### src/rtl/keypad_pkg.sv
// Shared constants, state encoding and helpers for the 4x4 keypad scanner.
package keypad_pkg;

  localparam int ROWS = 4;
  localparam int COLS = 4;
  localparam int KEYS = 16;

  typedef enum logic {
    ST_IDLE = 1'b0,
    ST_SCAN = 1'b1
  } scan_state_e;

  // Active-low snapshot with no key down.
  localparam logic [KEYS-1:0] KEY_RELEASED_ALL = 16'hFFFF;

  // Bit position of a key inside the active-low snapshot.
  function automatic int unsigned key_index(input int unsigned row, input int unsigned col);
    return row * COLS + col;
  endfunction

  // Active-low row drive pattern selecting exactly one row.
  function automatic logic [ROWS-1:0] row_drive(input logic [1:0] row);
    return ~(ROWS'(1) << row);
  endfunction

  // Number of keys held (zero bits) in an active-low snapshot.
  function automatic logic [4:0] count_pressed(input logic [KEYS-1:0] keys_n);
    logic [4:0] n;
    n = '0;
    for (int i = 0; i < KEYS; i++) begin
      if (!keys_n[i]) n = n + 5'd1;
    end
    return n;
  endfunction

endpackage

### src/rtl/sync2.sv
// Parameterised-width two-flop synchroniser; resets to all-ones so
// pulled-up lines read as idle until real samples arrive.
module sync2 #(
  parameter int WIDTH = 4
) (
  input  logic             clk,
  input  logic             rstn,
  input  logic [WIDTH-1:0] d_i,
  output logic [WIDTH-1:0] q_o
);

  logic [WIDTH-1:0] meta_q;
  logic [WIDTH-1:0] sync_q;

  // Two-stage capture of the asynchronous input.
  always_ff @(posedge clk or negedge rstn) begin
    if (!rstn) begin
      meta_q <= '1;
      sync_q <= '1;
    end else begin
      meta_q <= d_i;
      sync_q <= meta_q;
    end
  end

  assign q_o = sync_q;

endmodule

### src/rtl/keypad_scan_ctrl.sv
// Row-at-a-time scanner for a 4x4 matrix keypad. Builds an active-low
// 16-key snapshot and publishes it once per complete frame together with
// a one-cycle frame strobe and a multi-key flag.
module keypad_scan_ctrl
  import keypad_pkg::*;
#(
  parameter int SETTLE_CYC = 999
) (
  input  logic        clk,
  input  logic        rstn,
  input  logic        scan_en,
  input  logic [3:0]  col_in,
  output logic [3:0]  row_out,
  output logic [15:0] key_state,
  output logic        frame_done,
  output logic        multi_key
);

  localparam logic [19:0] SETTLE_LAST = 20'(SETTLE_CYC);

  scan_state_e      state_q;
  logic [1:0]       row_idx_q;
  logic [19:0]      cnt_q;
  logic [KEYS-1:0]  shadow_q;
  logic [ROWS-1:0]  row_out_q;
  logic [KEYS-1:0]  key_state_q;
  logic             frame_done_q;
  logic             multi_key_q;

  logic [COLS-1:0]  col_sync;
  logic [KEYS-1:0]  shadow_merged;
  logic             sample_edge;
  logic             last_row;

  sync2 #(
    .WIDTH(COLS)
  ) u_col_sync (
    .clk  (clk),
    .rstn (rstn),
    .d_i  (col_in),
    .q_o  (col_sync)
  );

  assign sample_edge = (state_q == ST_SCAN) && (cnt_q == SETTLE_LAST);
  assign last_row    = (row_idx_q == 2'(ROWS - 1));

  // Shadow with the current row's nibble replaced by the synchronised columns.
  always_comb begin
    shadow_merged = shadow_q;
    shadow_merged[key_index(32'(row_idx_q), 0) +: COLS] = col_sync;
  end

  // Scan FSM: row sequencing, dwell counting, snapshot assembly and publishing.
  always_ff @(posedge clk or negedge rstn) begin
    if (!rstn) begin
      state_q      <= ST_IDLE;
      row_idx_q    <= 2'd0;
      cnt_q        <= '0;
      shadow_q     <= KEY_RELEASED_ALL;
      row_out_q    <= '1;
      key_state_q  <= KEY_RELEASED_ALL;
      frame_done_q <= 1'b0;
      multi_key_q  <= 1'b0;
    end else begin
      frame_done_q <= 1'b0;
      case (state_q)
        ST_IDLE: begin
          row_out_q <= '1;
          if (scan_en) begin
            state_q   <= ST_SCAN;
            row_idx_q <= 2'd0;
            cnt_q     <= '0;
            row_out_q <= row_drive(2'd0);
          end
        end
        ST_SCAN: begin
          if (!scan_en && !(sample_edge && last_row)) begin
            // Abort: a partially assembled frame is never published.
            state_q   <= ST_IDLE;
            row_idx_q <= 2'd0;
            cnt_q     <= '0;
            shadow_q  <= KEY_RELEASED_ALL;
            row_out_q <= '1;
          end else if (sample_edge) begin
            shadow_q  <= shadow_merged;
            cnt_q     <= '0;
            row_idx_q <= row_idx_q + 2'd1;
            row_out_q <= row_drive(row_idx_q + 2'd1);
            if (last_row) begin
              key_state_q  <= shadow_merged;
              frame_done_q <= 1'b1;
              multi_key_q  <= (count_pressed(shadow_merged) > 5'd1);
              shadow_q     <= KEY_RELEASED_ALL;
              if (!scan_en) begin
                // Frame completed on the way out; stop with rows released.
                state_q   <= ST_IDLE;
                row_out_q <= '1;
              end
            end
          end else begin
            cnt_q <= cnt_q + 20'd1;
          end
        end
        default: begin
          state_q   <= ST_IDLE;
          row_out_q <= '1;
        end
      endcase
    end
  end

  assign row_out    = row_out_q;
  assign key_state  = key_state_q;
  assign frame_done = frame_done_q;
  assign multi_key  = multi_key_q;

endmodule

### config.mk
export PLATFORM = sky130hd
export DESIGN_NAME = keypad_scan_ctrl
export DESIGN_NICKNAME = d
export VERILOG_FILES = /design/src/rtl/keypad_pkg.sv /design/src/rtl/sync2.sv /design/src/rtl/keypad_scan_ctrl.sv
export SDC_FILE = /design/constraint.sdc
export NUM_CORES = 1
export LEC_CHECK = 0
export CAP_MARGIN = 20
export CORE_MARGIN = 3
export CORE_UTILIZATION = 48
export CTS_CLUSTER_SIZE = 12
export DETAILED_ROUTE_END_ITERATION = 8
export GPL_TIMING_DRIVEN = 0
export PLACE_DENSITY_LB_ADDON = 0.08
export SKIP_LAST_GASP = 1
export SLEW_MARGIN = 20
export SYNTH_ARGS = -nofsm -noshare
export SYNTH_HDL_FRONTEND = slang
export SYNTH_SLANG_ARGS = --single-unit
### constraint.sdc
create_clock -name clk -period 9.9 [get_ports clk]
set_input_delay 0.99 -clock clk [delete_from_list [all_inputs] [get_ports clk]]
set_output_delay 0.99 -clock clk [all_outputs]
set_load 0.05 [all_outputs]
==> metrics.yaml <==
critPathMostFrequentCell: "sky130_fd_sc_hd__ha_1"
r2r_setup_slack_ns: 0.65
timing.hold.worst.start: "u_col_sync.meta_q[0]$_DFF_PN1_"
dp.final_hpwl_um: 9893
finalClockSkew_ns: 0.006878
final_hold_viol_count: 0
final_layout_size_suffix_gt1_frac: 0.1740
core-area_mm2: 0.01060
hold-worst-slack_ns: 0.3557
utilization: 0.5813
leakage_power_nw: 2.452
slowest_stage: "sky130_fd_sc_hd__dfrtp_2"
die_width_um: 111.8
detail_route.iter0.violations: 375
filler_instances: 984
power_frac_clock: 0.337
slowest_delay_ns: 0.37
global_route.overflow_total: 0
timing.final.setup_violations: 0
antenna_cells_inserted: 0
syn_inst_count: 612
layout_worst_path_cycle_share: 0.9340
final_cell_area_mm2: 0.006162
floorplan.die_area_mm2: 0.01250
finalSetupTns_ns: 0
synth.avg_cell_area_um2: 8.779
slew_violations: 0
detail_route.vias_per_cell: 5.797
clock_latency_ns: 0.34
place_congestion: 0.8599
synth-seq-area-share: 0.3316
cts_htree_levels: 3
setup.worst_path.class: "flop to flop"
setup_crit_end_kind: "flop"
path_max_fanout: 10
postSynth.topFlopCell: "sky130_fd_sc_hd__dfstp_2"
placed_cells_incl_taps: 777
port_buffers: 28
placement_rows: 37
status: "complete, no violations"
switching_power_uw: 203.7
cts_inserted_buffers: 9
area.growth.synth_to_final_pct: 14.69
fin_nets: 686
cts-root-to-sink-buffers: 2
synth_top_area_frac: 0.2152
post_drt_wl_per_cell_um: 16.67
power.combinational.fraction: 0.231
fp.dieH_um: 111.8
first_pass_grt_wire_length_um: 22330
synth_enable_flop_cells: 0
route.vias.total: 4620
cts_tree: "built"
switching_share: 0.3000
floorplan.initialDensity: 0.5068
timing.critical_path.from_type: "flop"
synth_seq_cells: 69
pin_count: 29
route.detailed.drc: 0
wl_um: 13290
top_cell_types_by_occurrence_after_synthesis: "68 x sky130_fd_sc_hd__nor2_1, 62 x sky130_fd_sc_hd__nand2_1, 44 x sky130_fd_sc_hd__dfstp_2"
track_usage: 0.2152
ctsHoldBuffers: 0
grt_max_degree: 53
p_seq_frac: 0.431
cts-root-buf: "sky130_fd_sc_hd__clkbuf_8"
detailedPlace.worstSlack_ns: -0.001276
synth_top_cell_by_area: "sky130_fd_sc_hd__dfstp_2"
post_synth_instance_area_mm2: 0.005373
fmax_ghz: 0.1081
final_period_minus_worst_setup_slack_ns: 9.247
hold_class: "flop to flop"
synth_fp_nets: 642
worst_setup_hold_path_clk_slew_ns: 0.08
reg2regPathDepth: 51
route.antenna.remaining_nets: 0
cp_data_arrival_time_ns: 9.48
timing.critical_path.required_ns: 10.13
asyncSetResetFlopFracSynth: 1.000
holdPathEnd: "u_col_sync.q_o[0]$_DFF_PN1_"
finish.cell_count_without_fillers: 797
internal-power_uw: 475.5
placement.cell_area_mm2: 0.005848
worst_slack_ns: 0.6534
timing.rr.start: "row_idx_q[0]$_DFFE_PN0P_"
first_global_vias: 4568
synth.area.top_cells: "sky130_fd_sc_hd__dfstp_2 22%, sky130_fd_sc_hd__dfrtp_1 12%, sky130_fd_sc_hd__xnor2_1 5.7%"
regToRegEndpoint: "multi_key$_DFFE_PN0P_"
finalPower_uw: 679.2
synth.yosys.warnings: 0
clock_sink_count: 69
drt_first_pass_iters: 5
antenna_violations_before_repair: 0
yosysUniqueCellTypes: 85
number_of_instances_on_the_worst_hold_path: 0
irDropWorstVdd_mv: 0.09096
yosysMostFrequentCell: "sky130_fd_sc_hd__nor2_1"
power.density_cell_area_mw_per_mm2: 110.2
slew_headroom: 0.3109
worst-slew-pin-transition_ns: 1.029
max-cap-violations: 0
area by class of cell:
class / instances / area (um2) / area share
Buffer: 29 / 143.9 / 0.02335
Clock buffer: 9 / 123.9 / 0.02010
Clock inverter: 7 / 76.32 / 0.01239
Inverter: 26 / 101.3 / 0.01645
Multi-Input combinational cell: 487 / 3421 / 0.5551
Sequential cell: 69 / 1783 / 0.2893
Tap cell: 136 / 170.2 / 0.02761
Timing Repair Buffer: 34 / 342.8 / 0.05563
per-layer routing:
metal,up-vias,share of wire,GRT usage
met2,93,0.46,0.3497
met3,20,0.032,0.02065
met5,-,0,0
met1,2229,0.48,0.3002
li1,2278,-,-
met4,0,0.021,0.07461
worst max-delay path, delay by kind of cell (launching register included):
| kind | cells | cell delay, ns |
|---|---|---|
| fa+ha+maj | 10 | 3.10 |
| xor+xnor | 6 | 1.01 |
| buf+inv | 8 | 0.89 |
| flops | 1 | 0.37 |
| simple gates | 13 | 1.52 |
| compound gates | 11 | 1.58 |
| mux | 3 | 0.66 |
what timing repair did:
item | 4_1_cts | 5_1_grt
gates resized for setup | 2 | 14
pin swaps | 0 | 2
endpoints found under the hold margin | 0 | 0
endpoints found under the setup margin | 1 | 1
setup buffers | 0 | 5
flip-flops by register name, indices dropped and copies added, names as in the netlist, 2 cells and up:
signal,flops
cnt_q,20
key_state,16
row_idx_q,2
row_out,4
shadow_q,16
u_col_sync.meta_q,4
u_col_sync.q_o,4
power by group through the flow:
stage / registers [mW] / clock network (mW) / logic (mW)
6_report: 0.293 / 0.229 / 0.157
5_1_grt: 0.293 / 0.246 / 0.176
4_1_cts: 0.293 / 0.235 / 0.150
3_5_place_dp: 0.298 / 0 / 0.149
3_3_place_gp: 0.297 / 0 / 0.144
2_1_floorplan: 0.298 / 0 / 0.113
layout by cell type, fill, tap and decap left out, types with 11 or more instances in the layout:
master / count
sky130_fd_sc_hd__nor2_1: 67
sky130_fd_sc_hd__nand2_1: 61
sky130_fd_sc_hd__dfstp_2: 44
sky130_fd_sc_hd__o21ai_0: 40
sky130_fd_sc_hd__xnor2_1: 35
sky130_fd_sc_hd__clkdlybuf4s50_1: 27
sky130_fd_sc_hd__a31oi_1: 25
sky130_fd_sc_hd__inv_1: 24
sky130_fd_sc_hd__dfrtp_1: 24
sky130_fd_sc_hd__ha_1: 21
sky130_fd_sc_hd__clkbuf_1: 20
sky130_fd_sc_hd__nand3_1: 19
sky130_fd_sc_hd__a21oi_1: 19
sky130_fd_sc_hd__xor2_1: 18
sky130_fd_sc_hd__nor3_1: 13
sky130_fd_sc_hd__nor2b_1: 11
worst max path at each step:
stage,from,end,slack (ns),depth (start not counted)
finish,row_idx_q[0]$_DFFE_PN0P_,multi_key$_DFFE_PN0P_,0.65,51
global placement,row_idx_q[0]$_DFFE_PN0P_,multi_key$_DFFE_PN0P_,0.19,50
detailed placement,row_idx_q[0]$_DFFE_PN0P_,multi_key$_DFFE_PN0P_,-0.001,50
floorplan,row_idx_q[0]$_DFFE_PN0P_,multi_key$_DFFE_PN0P_,1.37,50
CTS,row_idx_q[0]$_DFFE_PN0P_,multi_key$_DFFE_PN0P_,0.06,50
global route,row_idx_q[0]$_DFFE_PN0P_,multi_key$_DFFE_PN0P_,-0.01,51
logic make-up (layout without fill, tap and decap cells):
group                      Yosys count  after routing  share of synthesized area
DFF                                 69             69                     0.3316
adders and majority gates           23             23                    0.05356
and+or+nand+nor                    239            239                     0.2278
buffers and inverters               56            105                    0.04634
muxes                               13             13                    0.02608
AOI/OAI and AO/OA                  148            148                     0.1828
xor gates and xnor gates            64             64                     0.1318
No activity file was read; power rests on OpenSTA's default activity.
